**config.mk**
```make
export PLATFORM = sky130hd
export DESIGN_NAME = logic_sweep_ctrl
export DESIGN_NICKNAME = d
export VERILOG_FILES = /design/src/rtl/logic_sweep_ctrl.sv
export SDC_FILE = /design/constraint.sdc
export NUM_CORES = 1
export LEC_CHECK = 0
export ABC_AREA = 1
export ABC_CLOCK_PERIOD_IN_PS = 3200
export BUFFER_PORTS_ARGS = -buffer_cell sky130_fd_sc_hd__buf_2
export CAP_MARGIN = 20
export CORE_MARGIN = 2
export CORE_UTILIZATION = 29
export CTS_BUF_LIST = sky130_fd_sc_hd__clkbuf_2
export CTS_CLUSTER_SIZE = 8
export DETAILED_ROUTE_END_ITERATION = 10
export GPL_ROUTABILITY_DRIVEN = 0
export GPL_TIMING_DRIVEN = 0
export SYNTH_ARGS = -nofsm -noshare
export SYNTH_HDL_FRONTEND = slang
export SYNTH_SLANG_ARGS = --single-unit
```
**constraint.sdc**
```tcl
create_clock -name clk -period 3.2 [get_ports clk]
set_input_delay 0.16 -clock clk [delete_from_list [all_inputs] [get_ports clk]]
set_output_delay 0.16 -clock clk [all_outputs]
set_load 0.005 [all_outputs]
```
**src/rtl/logic_sweep_ctrl.sv**
```systemverilog
// rtl/logic_sweep_ctrl.sv - exhaustive 4-input sweep sequencer with golden compare and result log port
module logic_sweep_ctrl #(
    parameter int SETTLE_CYCLES = 2
) (
    input  logic        clk,
    input  logic        rst,
    input  logic        start,
    input  logic        abort,
    output logic        a,
    output logic        b,
    output logic        c,
    output logic        d,
    input  logic        f,
    input  logic        g,
    input  logic        h,
    output logic        res_valid,
    input  logic        res_ready,
    output logic [3:0]  res_vec,
    output logic [2:0]  res_got,
    output logic [2:0]  res_exp,
    output logic        res_err,
    output logic        busy,
    output logic        done,
    output logic        pass,
    output logic [4:0]  err_count,
    output logic [15:0] fail_mask
);

    // Counter value on which the held vector has settled long enough to sample.
    localparam logic [7:0] SAMPLE_AT = 8'(SETTLE_CYCLES - 1);

    typedef enum logic [1:0] {
        S_IDLE   = 2'd0,
        S_SETTLE = 2'd1,
        S_REPORT = 2'd2,
        S_DONE   = 2'd3
    } state_t;

    state_t      state_q, state_d;
    logic [3:0]  vec_q, vec_d;
    logic [7:0]  cnt_q, cnt_d;
    logic [3:0]  res_vec_q, res_vec_d;
    logic [2:0]  res_got_q, res_got_d;
    logic [2:0]  res_exp_q, res_exp_d;
    logic        res_err_q, res_err_d;
    logic        pass_q, pass_d;
    logic [4:0]  err_count_q, err_count_d;
    logic [15:0] fail_mask_q, fail_mask_d;

    logic [2:0]  golden;
    logic [2:0]  sampled;
    logic        sample_now;
    logic        last_vec;

    // Golden reference for the vector currently on a..d.
    always_comb begin
        golden[2] = vec_q[3] ^ vec_q[2];
        golden[1] = (vec_q[3] & vec_q[2]) | (vec_q[3] & vec_q[1]) | (vec_q[2] & ~vec_q[1]);
        golden[0] = vec_q[0] | (vec_q[1] & ~(vec_q[3] & vec_q[2]));
    end

    assign sampled    = {f, g, h};
    assign sample_now = (state_q == S_SETTLE) && (cnt_q == SAMPLE_AT) && !abort;
    assign last_vec   = (vec_q == 4'hF);

    // State register.
    always_ff @(posedge clk) begin
        if (rst) begin
            state_q <= S_IDLE;
        end else begin
            state_q <= state_d;
        end
    end

    // Next-state logic; abort overrides everything, start only matters in IDLE.
    always_comb begin
        state_d = state_q;
        case (state_q)
            S_IDLE: begin
                if (start && !abort) begin
                    state_d = S_SETTLE;
                end
            end
            S_SETTLE: begin
                if (abort) begin
                    state_d = S_IDLE;
                end else if (cnt_q == SAMPLE_AT) begin
                    state_d = S_REPORT;
                end
            end
            S_REPORT: begin
                if (abort) begin
                    state_d = S_IDLE;
                end else if (res_ready) begin
                    state_d = last_vec ? S_DONE : S_SETTLE;
                end
            end
            S_DONE: begin
                state_d = S_IDLE;
            end
            default: begin
                state_d = S_IDLE;
            end
        endcase
    end

    // State-decoded outputs; an abort in DONE suppresses the done pulse.
    always_comb begin
        busy      = (state_q != S_IDLE);
        res_valid = (state_q == S_REPORT);
        done      = (state_q == S_DONE) && !abort;
    end

    // Datapath next-state: vector stepping, settle count, capture and error bookkeeping.
    always_comb begin
        vec_d       = vec_q;
        cnt_d       = cnt_q;
        res_vec_d   = res_vec_q;
        res_got_d   = res_got_q;
        res_exp_d   = res_exp_q;
        res_err_d   = res_err_q;
        pass_d      = pass_q;
        err_count_d = err_count_q;
        fail_mask_d = fail_mask_q;
        case (state_q)
            S_IDLE: begin
                if (start && !abort) begin
                    vec_d       = 4'h0;
                    cnt_d       = 8'd0;
                    err_count_d = 5'd0;
                    fail_mask_d = 16'h0000;
                    pass_d      = 1'b0;
                end
            end
            S_SETTLE: begin
                if (abort) begin
                    pass_d = 1'b0;
                end else begin
                    cnt_d = cnt_q + 8'd1;
                end
                if (sample_now) begin
                    res_vec_d = vec_q;
                    res_got_d = sampled;
                    res_exp_d = golden;
                    res_err_d = (sampled != golden);
                    if (sampled != golden) begin
                        err_count_d        = err_count_q + 5'd1;
                        fail_mask_d[vec_q] = 1'b1;
                    end
                end
            end
            S_REPORT: begin
                if (abort) begin
                    pass_d = 1'b0;
                end else if (res_ready && !last_vec) begin
                    vec_d = vec_q + 4'h1;
                    cnt_d = 8'd0;
                end
            end
            S_DONE: begin
                pass_d = abort ? 1'b0 : (err_count_q == 5'd0);
            end
            default: begin
                pass_d = 1'b0;
            end
        endcase
    end

    // Datapath registers; reset discards any sweep in progress.
    always_ff @(posedge clk) begin
        if (rst) begin
            vec_q       <= 4'h0;
            cnt_q       <= 8'd0;
            res_vec_q   <= 4'h0;
            res_got_q   <= 3'b000;
            res_exp_q   <= 3'b000;
            res_err_q   <= 1'b0;
            pass_q      <= 1'b0;
            err_count_q <= 5'd0;
            fail_mask_q <= 16'h0000;
        end else begin
            vec_q       <= vec_d;
            cnt_q       <= cnt_d;
            res_vec_q   <= res_vec_d;
            res_got_q   <= res_got_d;
            res_exp_q   <= res_exp_d;
            res_err_q   <= res_err_d;
            pass_q      <= pass_d;
            err_count_q <= err_count_d;
            fail_mask_q <= fail_mask_d;
        end
    end

    assign {a, b, c, d} = vec_q;
    assign res_vec      = res_vec_q;
    assign res_got      = res_got_q;
    assign res_exp      = res_exp_q;
    assign res_err      = res_err_q;
    assign pass         = pass_q;
    assign err_count    = err_count_q;
    assign fail_mask    = fail_mask_q;

endmodule

```
After elaboration in Yosys (flattened, before gate mapping)

Cells that the tools add are included.

Register bits: 47
Latch bits: 0
RAM bits: 0
ROM bits: 0
Memories kept: 0

Add/sub/neg operators: 3
Multiply operators: 0
Divide/modulo/power cells: 0
$lt $le $gt $ge: 2
Equal/unequal tests: 15
Shifts and indexed selects: 0
Multiplexer cells: 30
Bitwise logic cells: 11
Reductions and logical operators: 21

Operator list:

| cell                | count |
|---|---|
| $mux 16             | 3 |
| $mux 8              | 4 |
| $pmux 16 s2         | 1 |
| $pmux 8 s3          | 1 |
| $or 16x16->16       | 1 |
| $mux 5              | 3 |
| $mux 2              | 6 |
| $mux 4              | 3 |
| $pmux 5 s2          | 1 |
| $add 8x1->8 const B | 1 |
| $eq 8x1->1 const B  | 1 |
| $ne 2x2->1 const B  | 4 |
| $pmux 2 s4          | 1 |
| $pmux 4 s2          | 1 |
| $reduce_and 4->1    | 2 |
| $logic_and 1x1->1   | 6 |
| $ne 2x1->1 const B  | 3 |
| $ne 3x2->1 const B  | 2 |
| $reduce_bool 2->1   | 3 |
| $add 5x1->5 const B | 1 |
| $logic_not 5->1     | 1 |
| $lt 4x5->1 const B  | 1 |
| $reduce_and 5->1    | 1 |
| $add 4x1->4 const B | 1 |
| other kinds (18)    | 30 |

Depth between registers and ports, before layout

Gate-level depths: netlist of run 1.

Depth after elaboration: 8
Depth in mapped cells: 13

Least setup slack after synthesis of run 1

No wires, ideal clock.

Kind: register -> register
From: register vec_q[3]
To: register fail_mask_q[15] (netlist: fail_mask[15])
Arrival: 1.636 ns
Required time: 3.085 ns
Slack: 1.449 ns
Cell stages (with the launch flop): 10
Clock period less this slack: 1.751 ns
Path through: dfxtp_1 inv_1 ha_1 xnor2_1 nand3_1 o21bai_4 nand2_4 buf_8 a21oi_1 nor2_1

Elaborated cells between the ends (all ways): 20

RTL lines:

| element                           | RTL line | source |
|---|---|---|
| start: declaration                | 40       | `logic [3:0] vec_q, vec_d;` |
| start signal: assignment          | 182      | `vec_q <= vec_d;` |
| $xor 1x1->1                       | 57       | `golden[2] = vec_q[3] ^ vec_q[2];` |
| net golden[2]                     | 50       | `logic [2:0] golden;` |
| $ne 3x3->1                        | 146      | `if (sampled != golden) begin` |
| $ne 2x1->1 (no source line)       | n/a      |  |
| $reduce_and 4->1 (no source line) | n/a      |  |
| end signal: assignment            | 190      | `fail_mask_q <= fail_mask_d;` |
| end: declaration                  | 48       | `logic [15:0] fail_mask_q, fail_mask_d;` |

The timed path passes the listed nets, and every way through them passes these cells. The select of a mux whose other input is x is not followed.
A chain may end at the register's enable or synchronous reset.

Final worst setup path of run 1

From: register vec_q[1]
To: register vec_q[2]

Longest elaborated chain between the ends: 5
Elaborated cells between the ends (all ways): 9

RTL lines:

| element |
|---|
| branches (longest 5 deep; another with $add 4x1->4) |

Several ways; the timed one is not identified. The select of a mux whose other input is x is not followed.

==> results of run 1 <==
[synthesized netlist by cell type, drive strengths merged]
library cell,n
clkbuf,5
dfxtp,47
xor2,3
o31ai,1
xnor2,1
nand2,65
a311oi,2
nor3b,2
nand3,29
inv,55
nor3,4
o21bai,1
ha,16
buf,9
nand4,3
o21ai,35
a211oi,2
o21a,1
o211ai,1
nor2,33
a21oi,49
[layer usage]
metal  track usage, %  wire (um)  vias to the layer above
met5                0          0                        -
met4            3.161         51                        0
met3            2.507        304                        5
met2            22.56       3059                       49
met1            18.02       3106                     1121
li1                 -          -                     1298
[sequential cells by signal (all words and copies together), names as in the netlist]
signal,flops
fail_mask,16
cnt_q,8
err_count,5
res_vec,4
vec_q,4
res_exp,3
res_got,3
state_q,2
pass,1
res_err,1
[stage by stage]
stage	utilization (%)	total power [mW]	instances	instance area (um2)	hold slack, ns
detailed placement	33.60	1.904	522	3060	0.3817
finish	34.15	2.143	531	3110	0.03768
floorplan	-	1.602	364	2686	0.2380
global route	34.15	2.349	531	3110	0.01308
CTS	34.15	2.163	531	3110	0.02194
global placement	33.60	1.888	522	3060	0.3833
[timing repair]
action,CTS,global route
hold buffers,1,0
endpoints found under the hold margin,2,0
setup buffers,0,0
[tightest hold or removal path, stage by stage]
cell	delay [ns]
buf_2	0.10
o21ai_0	0.08
a21oi_1	0.10
[power groups by stage]
stage	Clock (mW)	Combinational, mW	Sequential (mW)
final	0.249	1.12	0.778
after global routing	0.289	1.26	0.797
after CTS	0.263	1.12	0.780
after detailed placement	0	1.11	0.792
after global placement	0	1.10	0.791
after floorplan	0	0.824	0.778
[area by class of cell]
cell class	count	share of cell area, %
Clock inverter	1	0.1609
Timing Repair Buffer	48	7.884
Tap cell	111	4.465
Inverter	55	6.798
Multi-Input combinational cell	248	46.06
Buffer	14	3.258
Sequential cell	47	30.25
Clock buffer	7	1.126
[worst paths after layout]
| check | startpoint | to | slack, ns | depth (start not counted) |
|---|---|---|---|---|
| worst max-delay path | vec_q[1] | vec_q[2] | 1.18 | 7 |
| worst min-delay path | g | res_got[1] | 0.04 | 3 |
| worst max register to register | vec_q[1] | vec_q[2] | 1.18 | 7 |
| worst min register to register | res_got[1] | res_got[1] | 0.46 | 2 |
[cell families (layout without fill, tap and decap cells)]
family	count (synthesis)	after routing	synth area share, %
compound gates	92	92	20.21
flops	47	47	35.03
fa+ha+maj	16	16	7.452
xor+xnor	4	4	1.304
simple gates	136	136	24.36
buf+inv	69	125	11.64
==> flow_summary.yaml, run 1 <==
clock_network:
  post_cts_resized: 0
  clk_pin_slew_worst_paths_ns: 0.25
  clock-root-buffer: "clkbuf_2"
  cts.sinks: 47
  cts_buffers: 5
  clock_latency_ns: 0.42
  cts_tree: "yes"
  cts_buffer_depth: 2
  cts-htree-levels: 2
drt:
  viasPerCell: 4.657
  dr.pass1.iters: 4
  postRouteAntennaNets: 0
  wl_per_cell_um: 12.28
  drtIter0Drc: 92
  wirelength_um: 6521
  num_vias: 2473
  drc: 0
die:
  rows: 35
  die_y_um: 100.2
  core_area_mm2: 0.009109
  die_width_um: 100.2
  pin_count: 48
  initial_core_util_pct: 29.49
  dieArea_mm2: 0.01005
yosys:
  synth_top_area_cell: "dfxtp_1"
  synth_nets: 388
  synthCells: 364
  yosysUniqueCellTypes: 34
  ys_top_cells_by_area: "dfxtp_1, nand2_1, a21oi_1"
  yosys.area.top_type_share_pct: 35.03
  yosys_warnings: 0
  synth_seq_cells: 47
  synth-seq-area-share_pct: 35.03
  synthesis.area_mm2: 0.002686
  synth.avg_cell_area_um2: 7.380
power:
  seqPwrFrac_pct: 36.3
  max-vdd-ir-drop_uv: 415.2
  power.density_mw_per_mm2: 689.1
  clkPwrFrac_pct: 11.6
  comb_power_share_pct: 52.1
  leakage_nw: 1.390
  switching_power_mw: 0.9785
  p_sw_share_pct: 45.65
  power.internal_mw: 1.165
global_routing:
  grt_pass1_vias: 2336
  grt_max_degree: 14
  gr-usage-all-layers_pct: 13.49
  grt_pass1_wl_um: 11030
  antenna_found_initial: 0
  overflow: 0
sta:
  min_period_ns: 2.024
  fin_crit_sh_pct: 63.26
  finalSetupViolCount: 0
  relSlewSlack_pct: 47.72
  worst_pin_slew_ns: 0.7775
  fin_ws_ns: 1.176
  drv_slew: 0
  finalHoldViolCount: 0
  max_freq_ghz: 0.4940
  rsz0062_at_grt: "false"
  skew_ns: 0.02569
  setup_tns_ns: 0
place:
  dpl.hpwl_um: 4923
  place_ws_ns: 1.237
  port_buffers: 47
critical_path:
  cp_cell_sequence: "ha_1 -> nand2_1 -> nand3_1 -> nand2_1 -> o211ai_1 -> o21ai_0 -> nor3b_1"
  path_delay_family: "flip-flops"
  startpoint_type: "register"
  critPathKind: "register to register"
  crit_slowest_cell: "dfxtp_1"
  cp_common_cell: "nand2_1"
  crit_required_ns: 3.52
  cp.arrival_ns: 2.35
  end_kind: "register"
  critPathMaxFanout: 8
  critPathMaxStageDelay_ns: 0.56
  cp.buffers_inverters: 0
outcome:
  outcome: "finished, final reports clean"
final_layout:
  layout-drive-gt1-share_pct: 24.52
  n_antenna_cell: 0
  layout_commonest_cell: "nand2_1"
  fin_nets: 443
  multi_input_area_mm2: 0.001433
  seqCellArea_um2: 940.9
  fillers: 1040
  area_growth_pct: 15.79
  final_cell_mix: "nand2_1, buf_2, dfxtp_1, inv_1, a21oi_1"
min_path:
  hold_path_class: "primary input to register"
run:
  maxCapViolCount: 0
(Power assumes the default switching activity.)
==> inputs of run 2 (changes only) <==
ABC_CLOCK_PERIOD_IN_PS = 1900   (was 3200)
clock period = 1.9 ns   (was 3.2 ns; I/O delays follow)
==> run 2 against run 1 <==
Routed wire length up 3.4%; sequential share of layout area down 1.3 points; clock-buffer cell count unchanged; largest power group unchanged; setup slack worse by 1.1 ns; register-to-register slack got worse by 1.1 ns; first-iteration DRC count increased by 40%; power grew 77%; final area up 6.1%; die area stayed put; maximum frequency increased by 12%.
==> flow_summary.yaml, run 2 (synthesized netlist as in run 1, its figures left out) <==
sta:
  fin_crit_sh_pct: 95.41
  max_freq_ghz: 0.5516
  skew_ns: 0.01968
  relSlewSlack_pct: 53.05
  worst_pin_slew_ns: 0.7043
  finalSetupViolCount: 0
  holdWs_ns: 0.04621
  drv_slew: 0
  fin_ws_ns: 0.08723
  setup_tns_ns: 0
  min_period_ns: 1.813
  finalHoldViolCount: 0
place:
  dpl.hpwl_um: 4923
  place_area_mm2: 0.003060
  dpl.cell_count: 522
  port_buffers: 47
  place_ws_ns: -0.06312
final_layout:
  fin_nets: 455
  multi_input_area_mm2: 0.001498
  n_antenna_cell: 0
  final_cells: 543
  final_cell_mix: "nand2_1, buf_2, inv_1, dfxtp_1, a21oi_1"
  layout-drive-gt1-share_pct: 29.40
  area_growth_pct: 22.87
  final_core_utilization_pct: 36.24
  final_area_mm2: 0.003301
  fillers: 1013
  seqCellArea_um2: 955.9
  layout_commonest_cell: "nand2_1"
  largest_register_ffs: 16
global_routing:
  grt_pass1_vias: 2363
  gr-usage-all-layers_pct: 13.56
  grt_pass1_wl_um: 11090
  grt_max_degree: 14
  antenna_found_initial: 0
  overflow: 0
critical_path:
  crit_slowest_cell: "dfxtp_4"
  end_kind: "register"
  crit_path_start: "vec_q[3]"
  crit_required_ns: 2.23
  rr_startpoint: "vec_q[3]"
  cp.arrival_ns: 2.14
  critPathMaxStageDelay_ns: 0.45
  startpoint_type: "register"
  critPathKind: "register to register"
  critPathMaxFanout: 10
  cp.buffers_inverters: 2
  path_delay_family: "flip-flops"
  cp_cell_sequence: "inv_2 -> ha_4 -> xnor2_2 -> nand3_1 -> o21bai_4 -> nand2_4 -> buf_6 -> a21oi_1 -> nor2_1"
power:
  power_mw: 3.798
  max-vdd-ir-drop_uv: 718.5
  power.density_mw_per_mm2: 1151
  leakage_nw: 1.465
outcome:
  outcome: "finished, final reports clean"
die:
  core_area_mm2: 0.009109
  rows: 35
  die_y_um: 100.2
  pin_count: 48
  initial_core_util_pct: 29.49
  dieArea_mm2: 0.01005
  die_width_um: 100.2
run:
  maxCapViolCount: 0
clock_network:
  clk_pin_slew_worst_paths_ns: 0.25
  cts-htree-levels: 2
  cts_tree: "yes"
  clock_latency_ns: 0.42
  clock-root-buffer: "clkbuf_2"
  cts.sinks: 47
  cts_buffer_depth: 2
  cts_buffers: 5
drt:
  drtIter0Drc: 129
  postRouteAntennaNets: 0
  num_vias: 2512
  drc: 0
  dr.pass1.iters: 4
  wl_per_cell_um: 12.41
  wirelength_um: 6741
  viasPerCell: 4.626
min_path:
  min_from: "res_ready"
  hold_path_class: "primary input to register"
[run 2: where the power goes]
part	leakage (nW)	internal (mW)	switching (mW)	total [mW]
clock	0.0330	0.101	0.323	0.423
combinational	1.05	0.822	1.23	2.06
sequential	0.386	1.16	0.154	1.32
total	1.46	2.09	1.71	3.80
[run 2: timing repair]
action	in CTS	in global routing
gates cloned	0	2
hold endpoints to repair	5	0
setup endpoints to repair	26	30
buffers inserted	1	6
resized for setup	3	19
pin swaps	1	4
hold buffers	4	0
[run 2: worst paths after layout]
check                 endpoint  slack, ns  depth (start not counted)
setup reg to reg  err_count[2]       0.09                          9
hold reg to reg     res_got[1]       0.46                          2
hold / removal      state_q[1]       0.05                          4
setup / recovery  err_count[2]       0.09                          9
[run 2: area by class of cell]
cell class                      instances  share of cell area, %
Clock inverter                          1                 0.1516
Clock buffer                            7                  1.061
Buffer                                 14                  3.070
Sequential cell                        47                  28.96
Inverter                               55                  6.482
Tap cell                              111                  4.208
Multi-Input combinational cell        249                  45.38
Timing Repair Buffer                   59                  10.69
[run 2: worst register-to-register path, delay by kind of cell, from the launching register on]
family                     cells  cell delay (ns)
AOI/OAI and AO/OA              2             0.36
xor gates and xnor gates       1             0.10
adders and majority gates      1             0.28
buffers and inverters          2             0.24
DFF                            1             0.45
and+or+nand+nor                3             0.30
[run 2: layer usage]
layer	routed length, um	up-vias	global-route usage, %
met2	3213	60	22.87
met3	322	4	2.507
met1	3162	1127	17.98
met4	42	0	3.161
met5	0	-	0
li1	-	1321	-
==> inputs of run 3 (changes only) <==
REMOVE_ABC_BUFFERS = 1   (was unset)
==> run 3 against run 2 <==
Critical path depth is 1 higher; die area stayed put; cell count is 1.1% lower; highest routed layer unchanged; flip-flop and latch count stayed put; clock-buffer cell count is 1 lower; power is 10% higher; global-route usage is 0.59 points higher; sequential share of layout area is 0.80 points lower; critical endpoint is now fail_mask[8].
==> flow_summary.yaml, run 3 (synthesized netlist as in run 1, its figures left out) <==
min_path:
  hold_path_class: "primary input to register"
  min_path_cells: 2
power:
  power_mw: 4.194
  max-vdd-ir-drop_uv: 471.6
  leakage_nw: 1.485
  power.density_mw_per_mm2: 1235
drt:
  dr.pass1.iters: 4
  wl_per_cell_um: 13.50
  viasPerCell: 4.821
  wirelength_um: 7252
  drtIter0Drc: 150
  drc: 0
  postRouteAntennaNets: 0
  num_vias: 2589
global_routing:
  grt_pass1_vias: 2379
  grt_max_degree: 27
  antenna_found_initial: 0
  overflow: 0
  grt_pass1_wl_um: 11590
  gr-usage-all-layers_pct: 14.16
critical_path:
  end_kind: "register"
  crit_required_ns: 2.31
  r2r_cells: 10
  cp.arrival_ns: 2.23
  critPathMaxFanout: 8
  critPathKind: "register to register"
  startpoint_type: "register"
clock_network:
  cts_buffers: 5
  clk_pin_slew_worst_paths_ns: 0.27
  clock_latency_ns: 0.44
  cts_buffer_depth: 2
  cts.sinks: 47
  cts_tree: "yes"
  cts-htree-levels: 2
  clock-root-buffer: "clkbuf_2"
sta:
  max_freq_ghz: 0.5496
  finalHoldViolCount: 0
  drv_slew: 0
  finalSetupViolCount: 0
  fin_ws_ns: 0.08061
  min_period_ns: 1.819
  relSlewSlack_pct: 44.50
  skew_ns: 0.02377
  rsz0062_at_grt: "true"
  fin_crit_sh_pct: 95.76
  worst_pin_slew_ns: 0.8315
  setup_tns_ns: 0
place:
  dpl.hpwl_um: 4422
  place_ws_ns: -1.126
  port_buffers: 47
final_layout:
  area_growth_pct: 26.36
  fillers: 953
  final_cell_mix: "nand2_1, buf_2, inv_1, dfxtp_1, a21oi_1"
  layout_commonest_cell: "nand2_1"
  final_core_utilization_pct: 37.27
  fin_nets: 449
  layout-drive-gt1-share_pct: 29.81
  largest_register_ffs: 16
  n_antenna_cell: 0
die:
  initial_core_util_pct: 29.49
  pin_count: 48
  core_area_mm2: 0.009109
  rows: 35
  die_width_um: 100.2
  dieArea_mm2: 0.01005
  die_y_um: 100.2
outcome:
  outcome: "finished, final reports clean"
run:
  maxCapViolCount: 0
-- run 3: cell count changes in the layout (fill, tap and decap cells not counted), sizes merged --
cell,before,now
nand3,29,30
clkinv,1,0
a21oi,49,50
buf,63,61
clkbuf,13,7
bufinv,0,2
dlygate4sd3,4,3
-- run 3: layout make-up --
cell class,count,area (um2),area share (%)
flip-flops and latches,47,955.9,28.16
clock inverters,2,60.06,1.769
inverters,55,216.5,6.377
repair buffers,65,432.9,12.75
well taps,111,138.9,4.091
multi-input cells,251,1560,45.96
clock buffers,6,30.03,0.8846
-- run 3: critical path, stage by stage, from the launching register on --
cell       delay, ns
dfxtp_4         0.45
inv_4           0.05
ha_4            0.28
xnor2_2         0.11
nand3_2         0.11
o21bai_4        0.24
nand2_8         0.13
clkbuf_16       0.18
nand3_1         0.06
nand2_1         0.06
nor2_1          0.12
-- run 3: path summary, 6_finish.rpt --
kind              start           end  slack, ns
max reg2reg    vec_q[2]  fail_mask[8]       0.08
min reg2reg  res_vec[1]    res_vec[1]       0.46
max            vec_q[2]  fail_mask[8]       0.08
min                 rst  fail_mask[3]       0.02
-- run 3: what timing repair did --
action	4_1_cts	5_1_grt
gates resized for setup	15	14
endpoints found under the setup margin	44	30
buffers inserted	11	3
hold buffers	3	0
hold endpoints to repair	3	0
gates cloned	3	1
pin swaps	5	8
-- run 3: metrics by stage --
| stage | area [um2] | std cells | hold slack, ns |
|---|---|---|---|
| 6_report | 3395 | 537 | 0.01632 |
| 2_1_floorplan | 2585 | 350 | 0.1574 |
| 3_5_place_dp | 2959 | 508 | 0.4237 |
| 3_3_place_gp | 2959 | 508 | 0.4138 |
| 5_1_grt | 3395 | 537 | 0.009507 |
| 4_1_cts | 3308 | 533 | 0.01048 |
-- run 3: metal layers --
layer	track usage [%]	part of all wire (%)	routed length [um]
met1	19.73	48	3445
met2	22.25	46	3319
met3	2.646	4.8	347
met4	4.215	1.9	141
met5	0	0	0
-- run 3: where the power goes --
group | switching, mW | total [mW] | internal [mW] | leakage [nW]
clock | 0.347 | 0.706 | 0.359 | 0.0532
combinational | 1.32 | 2.17 | 0.849 | 1.05
sequential | 0.152 | 1.32 | 1.16 | 0.386
total | 1.82 | 4.19 | 2.37 | 1.48
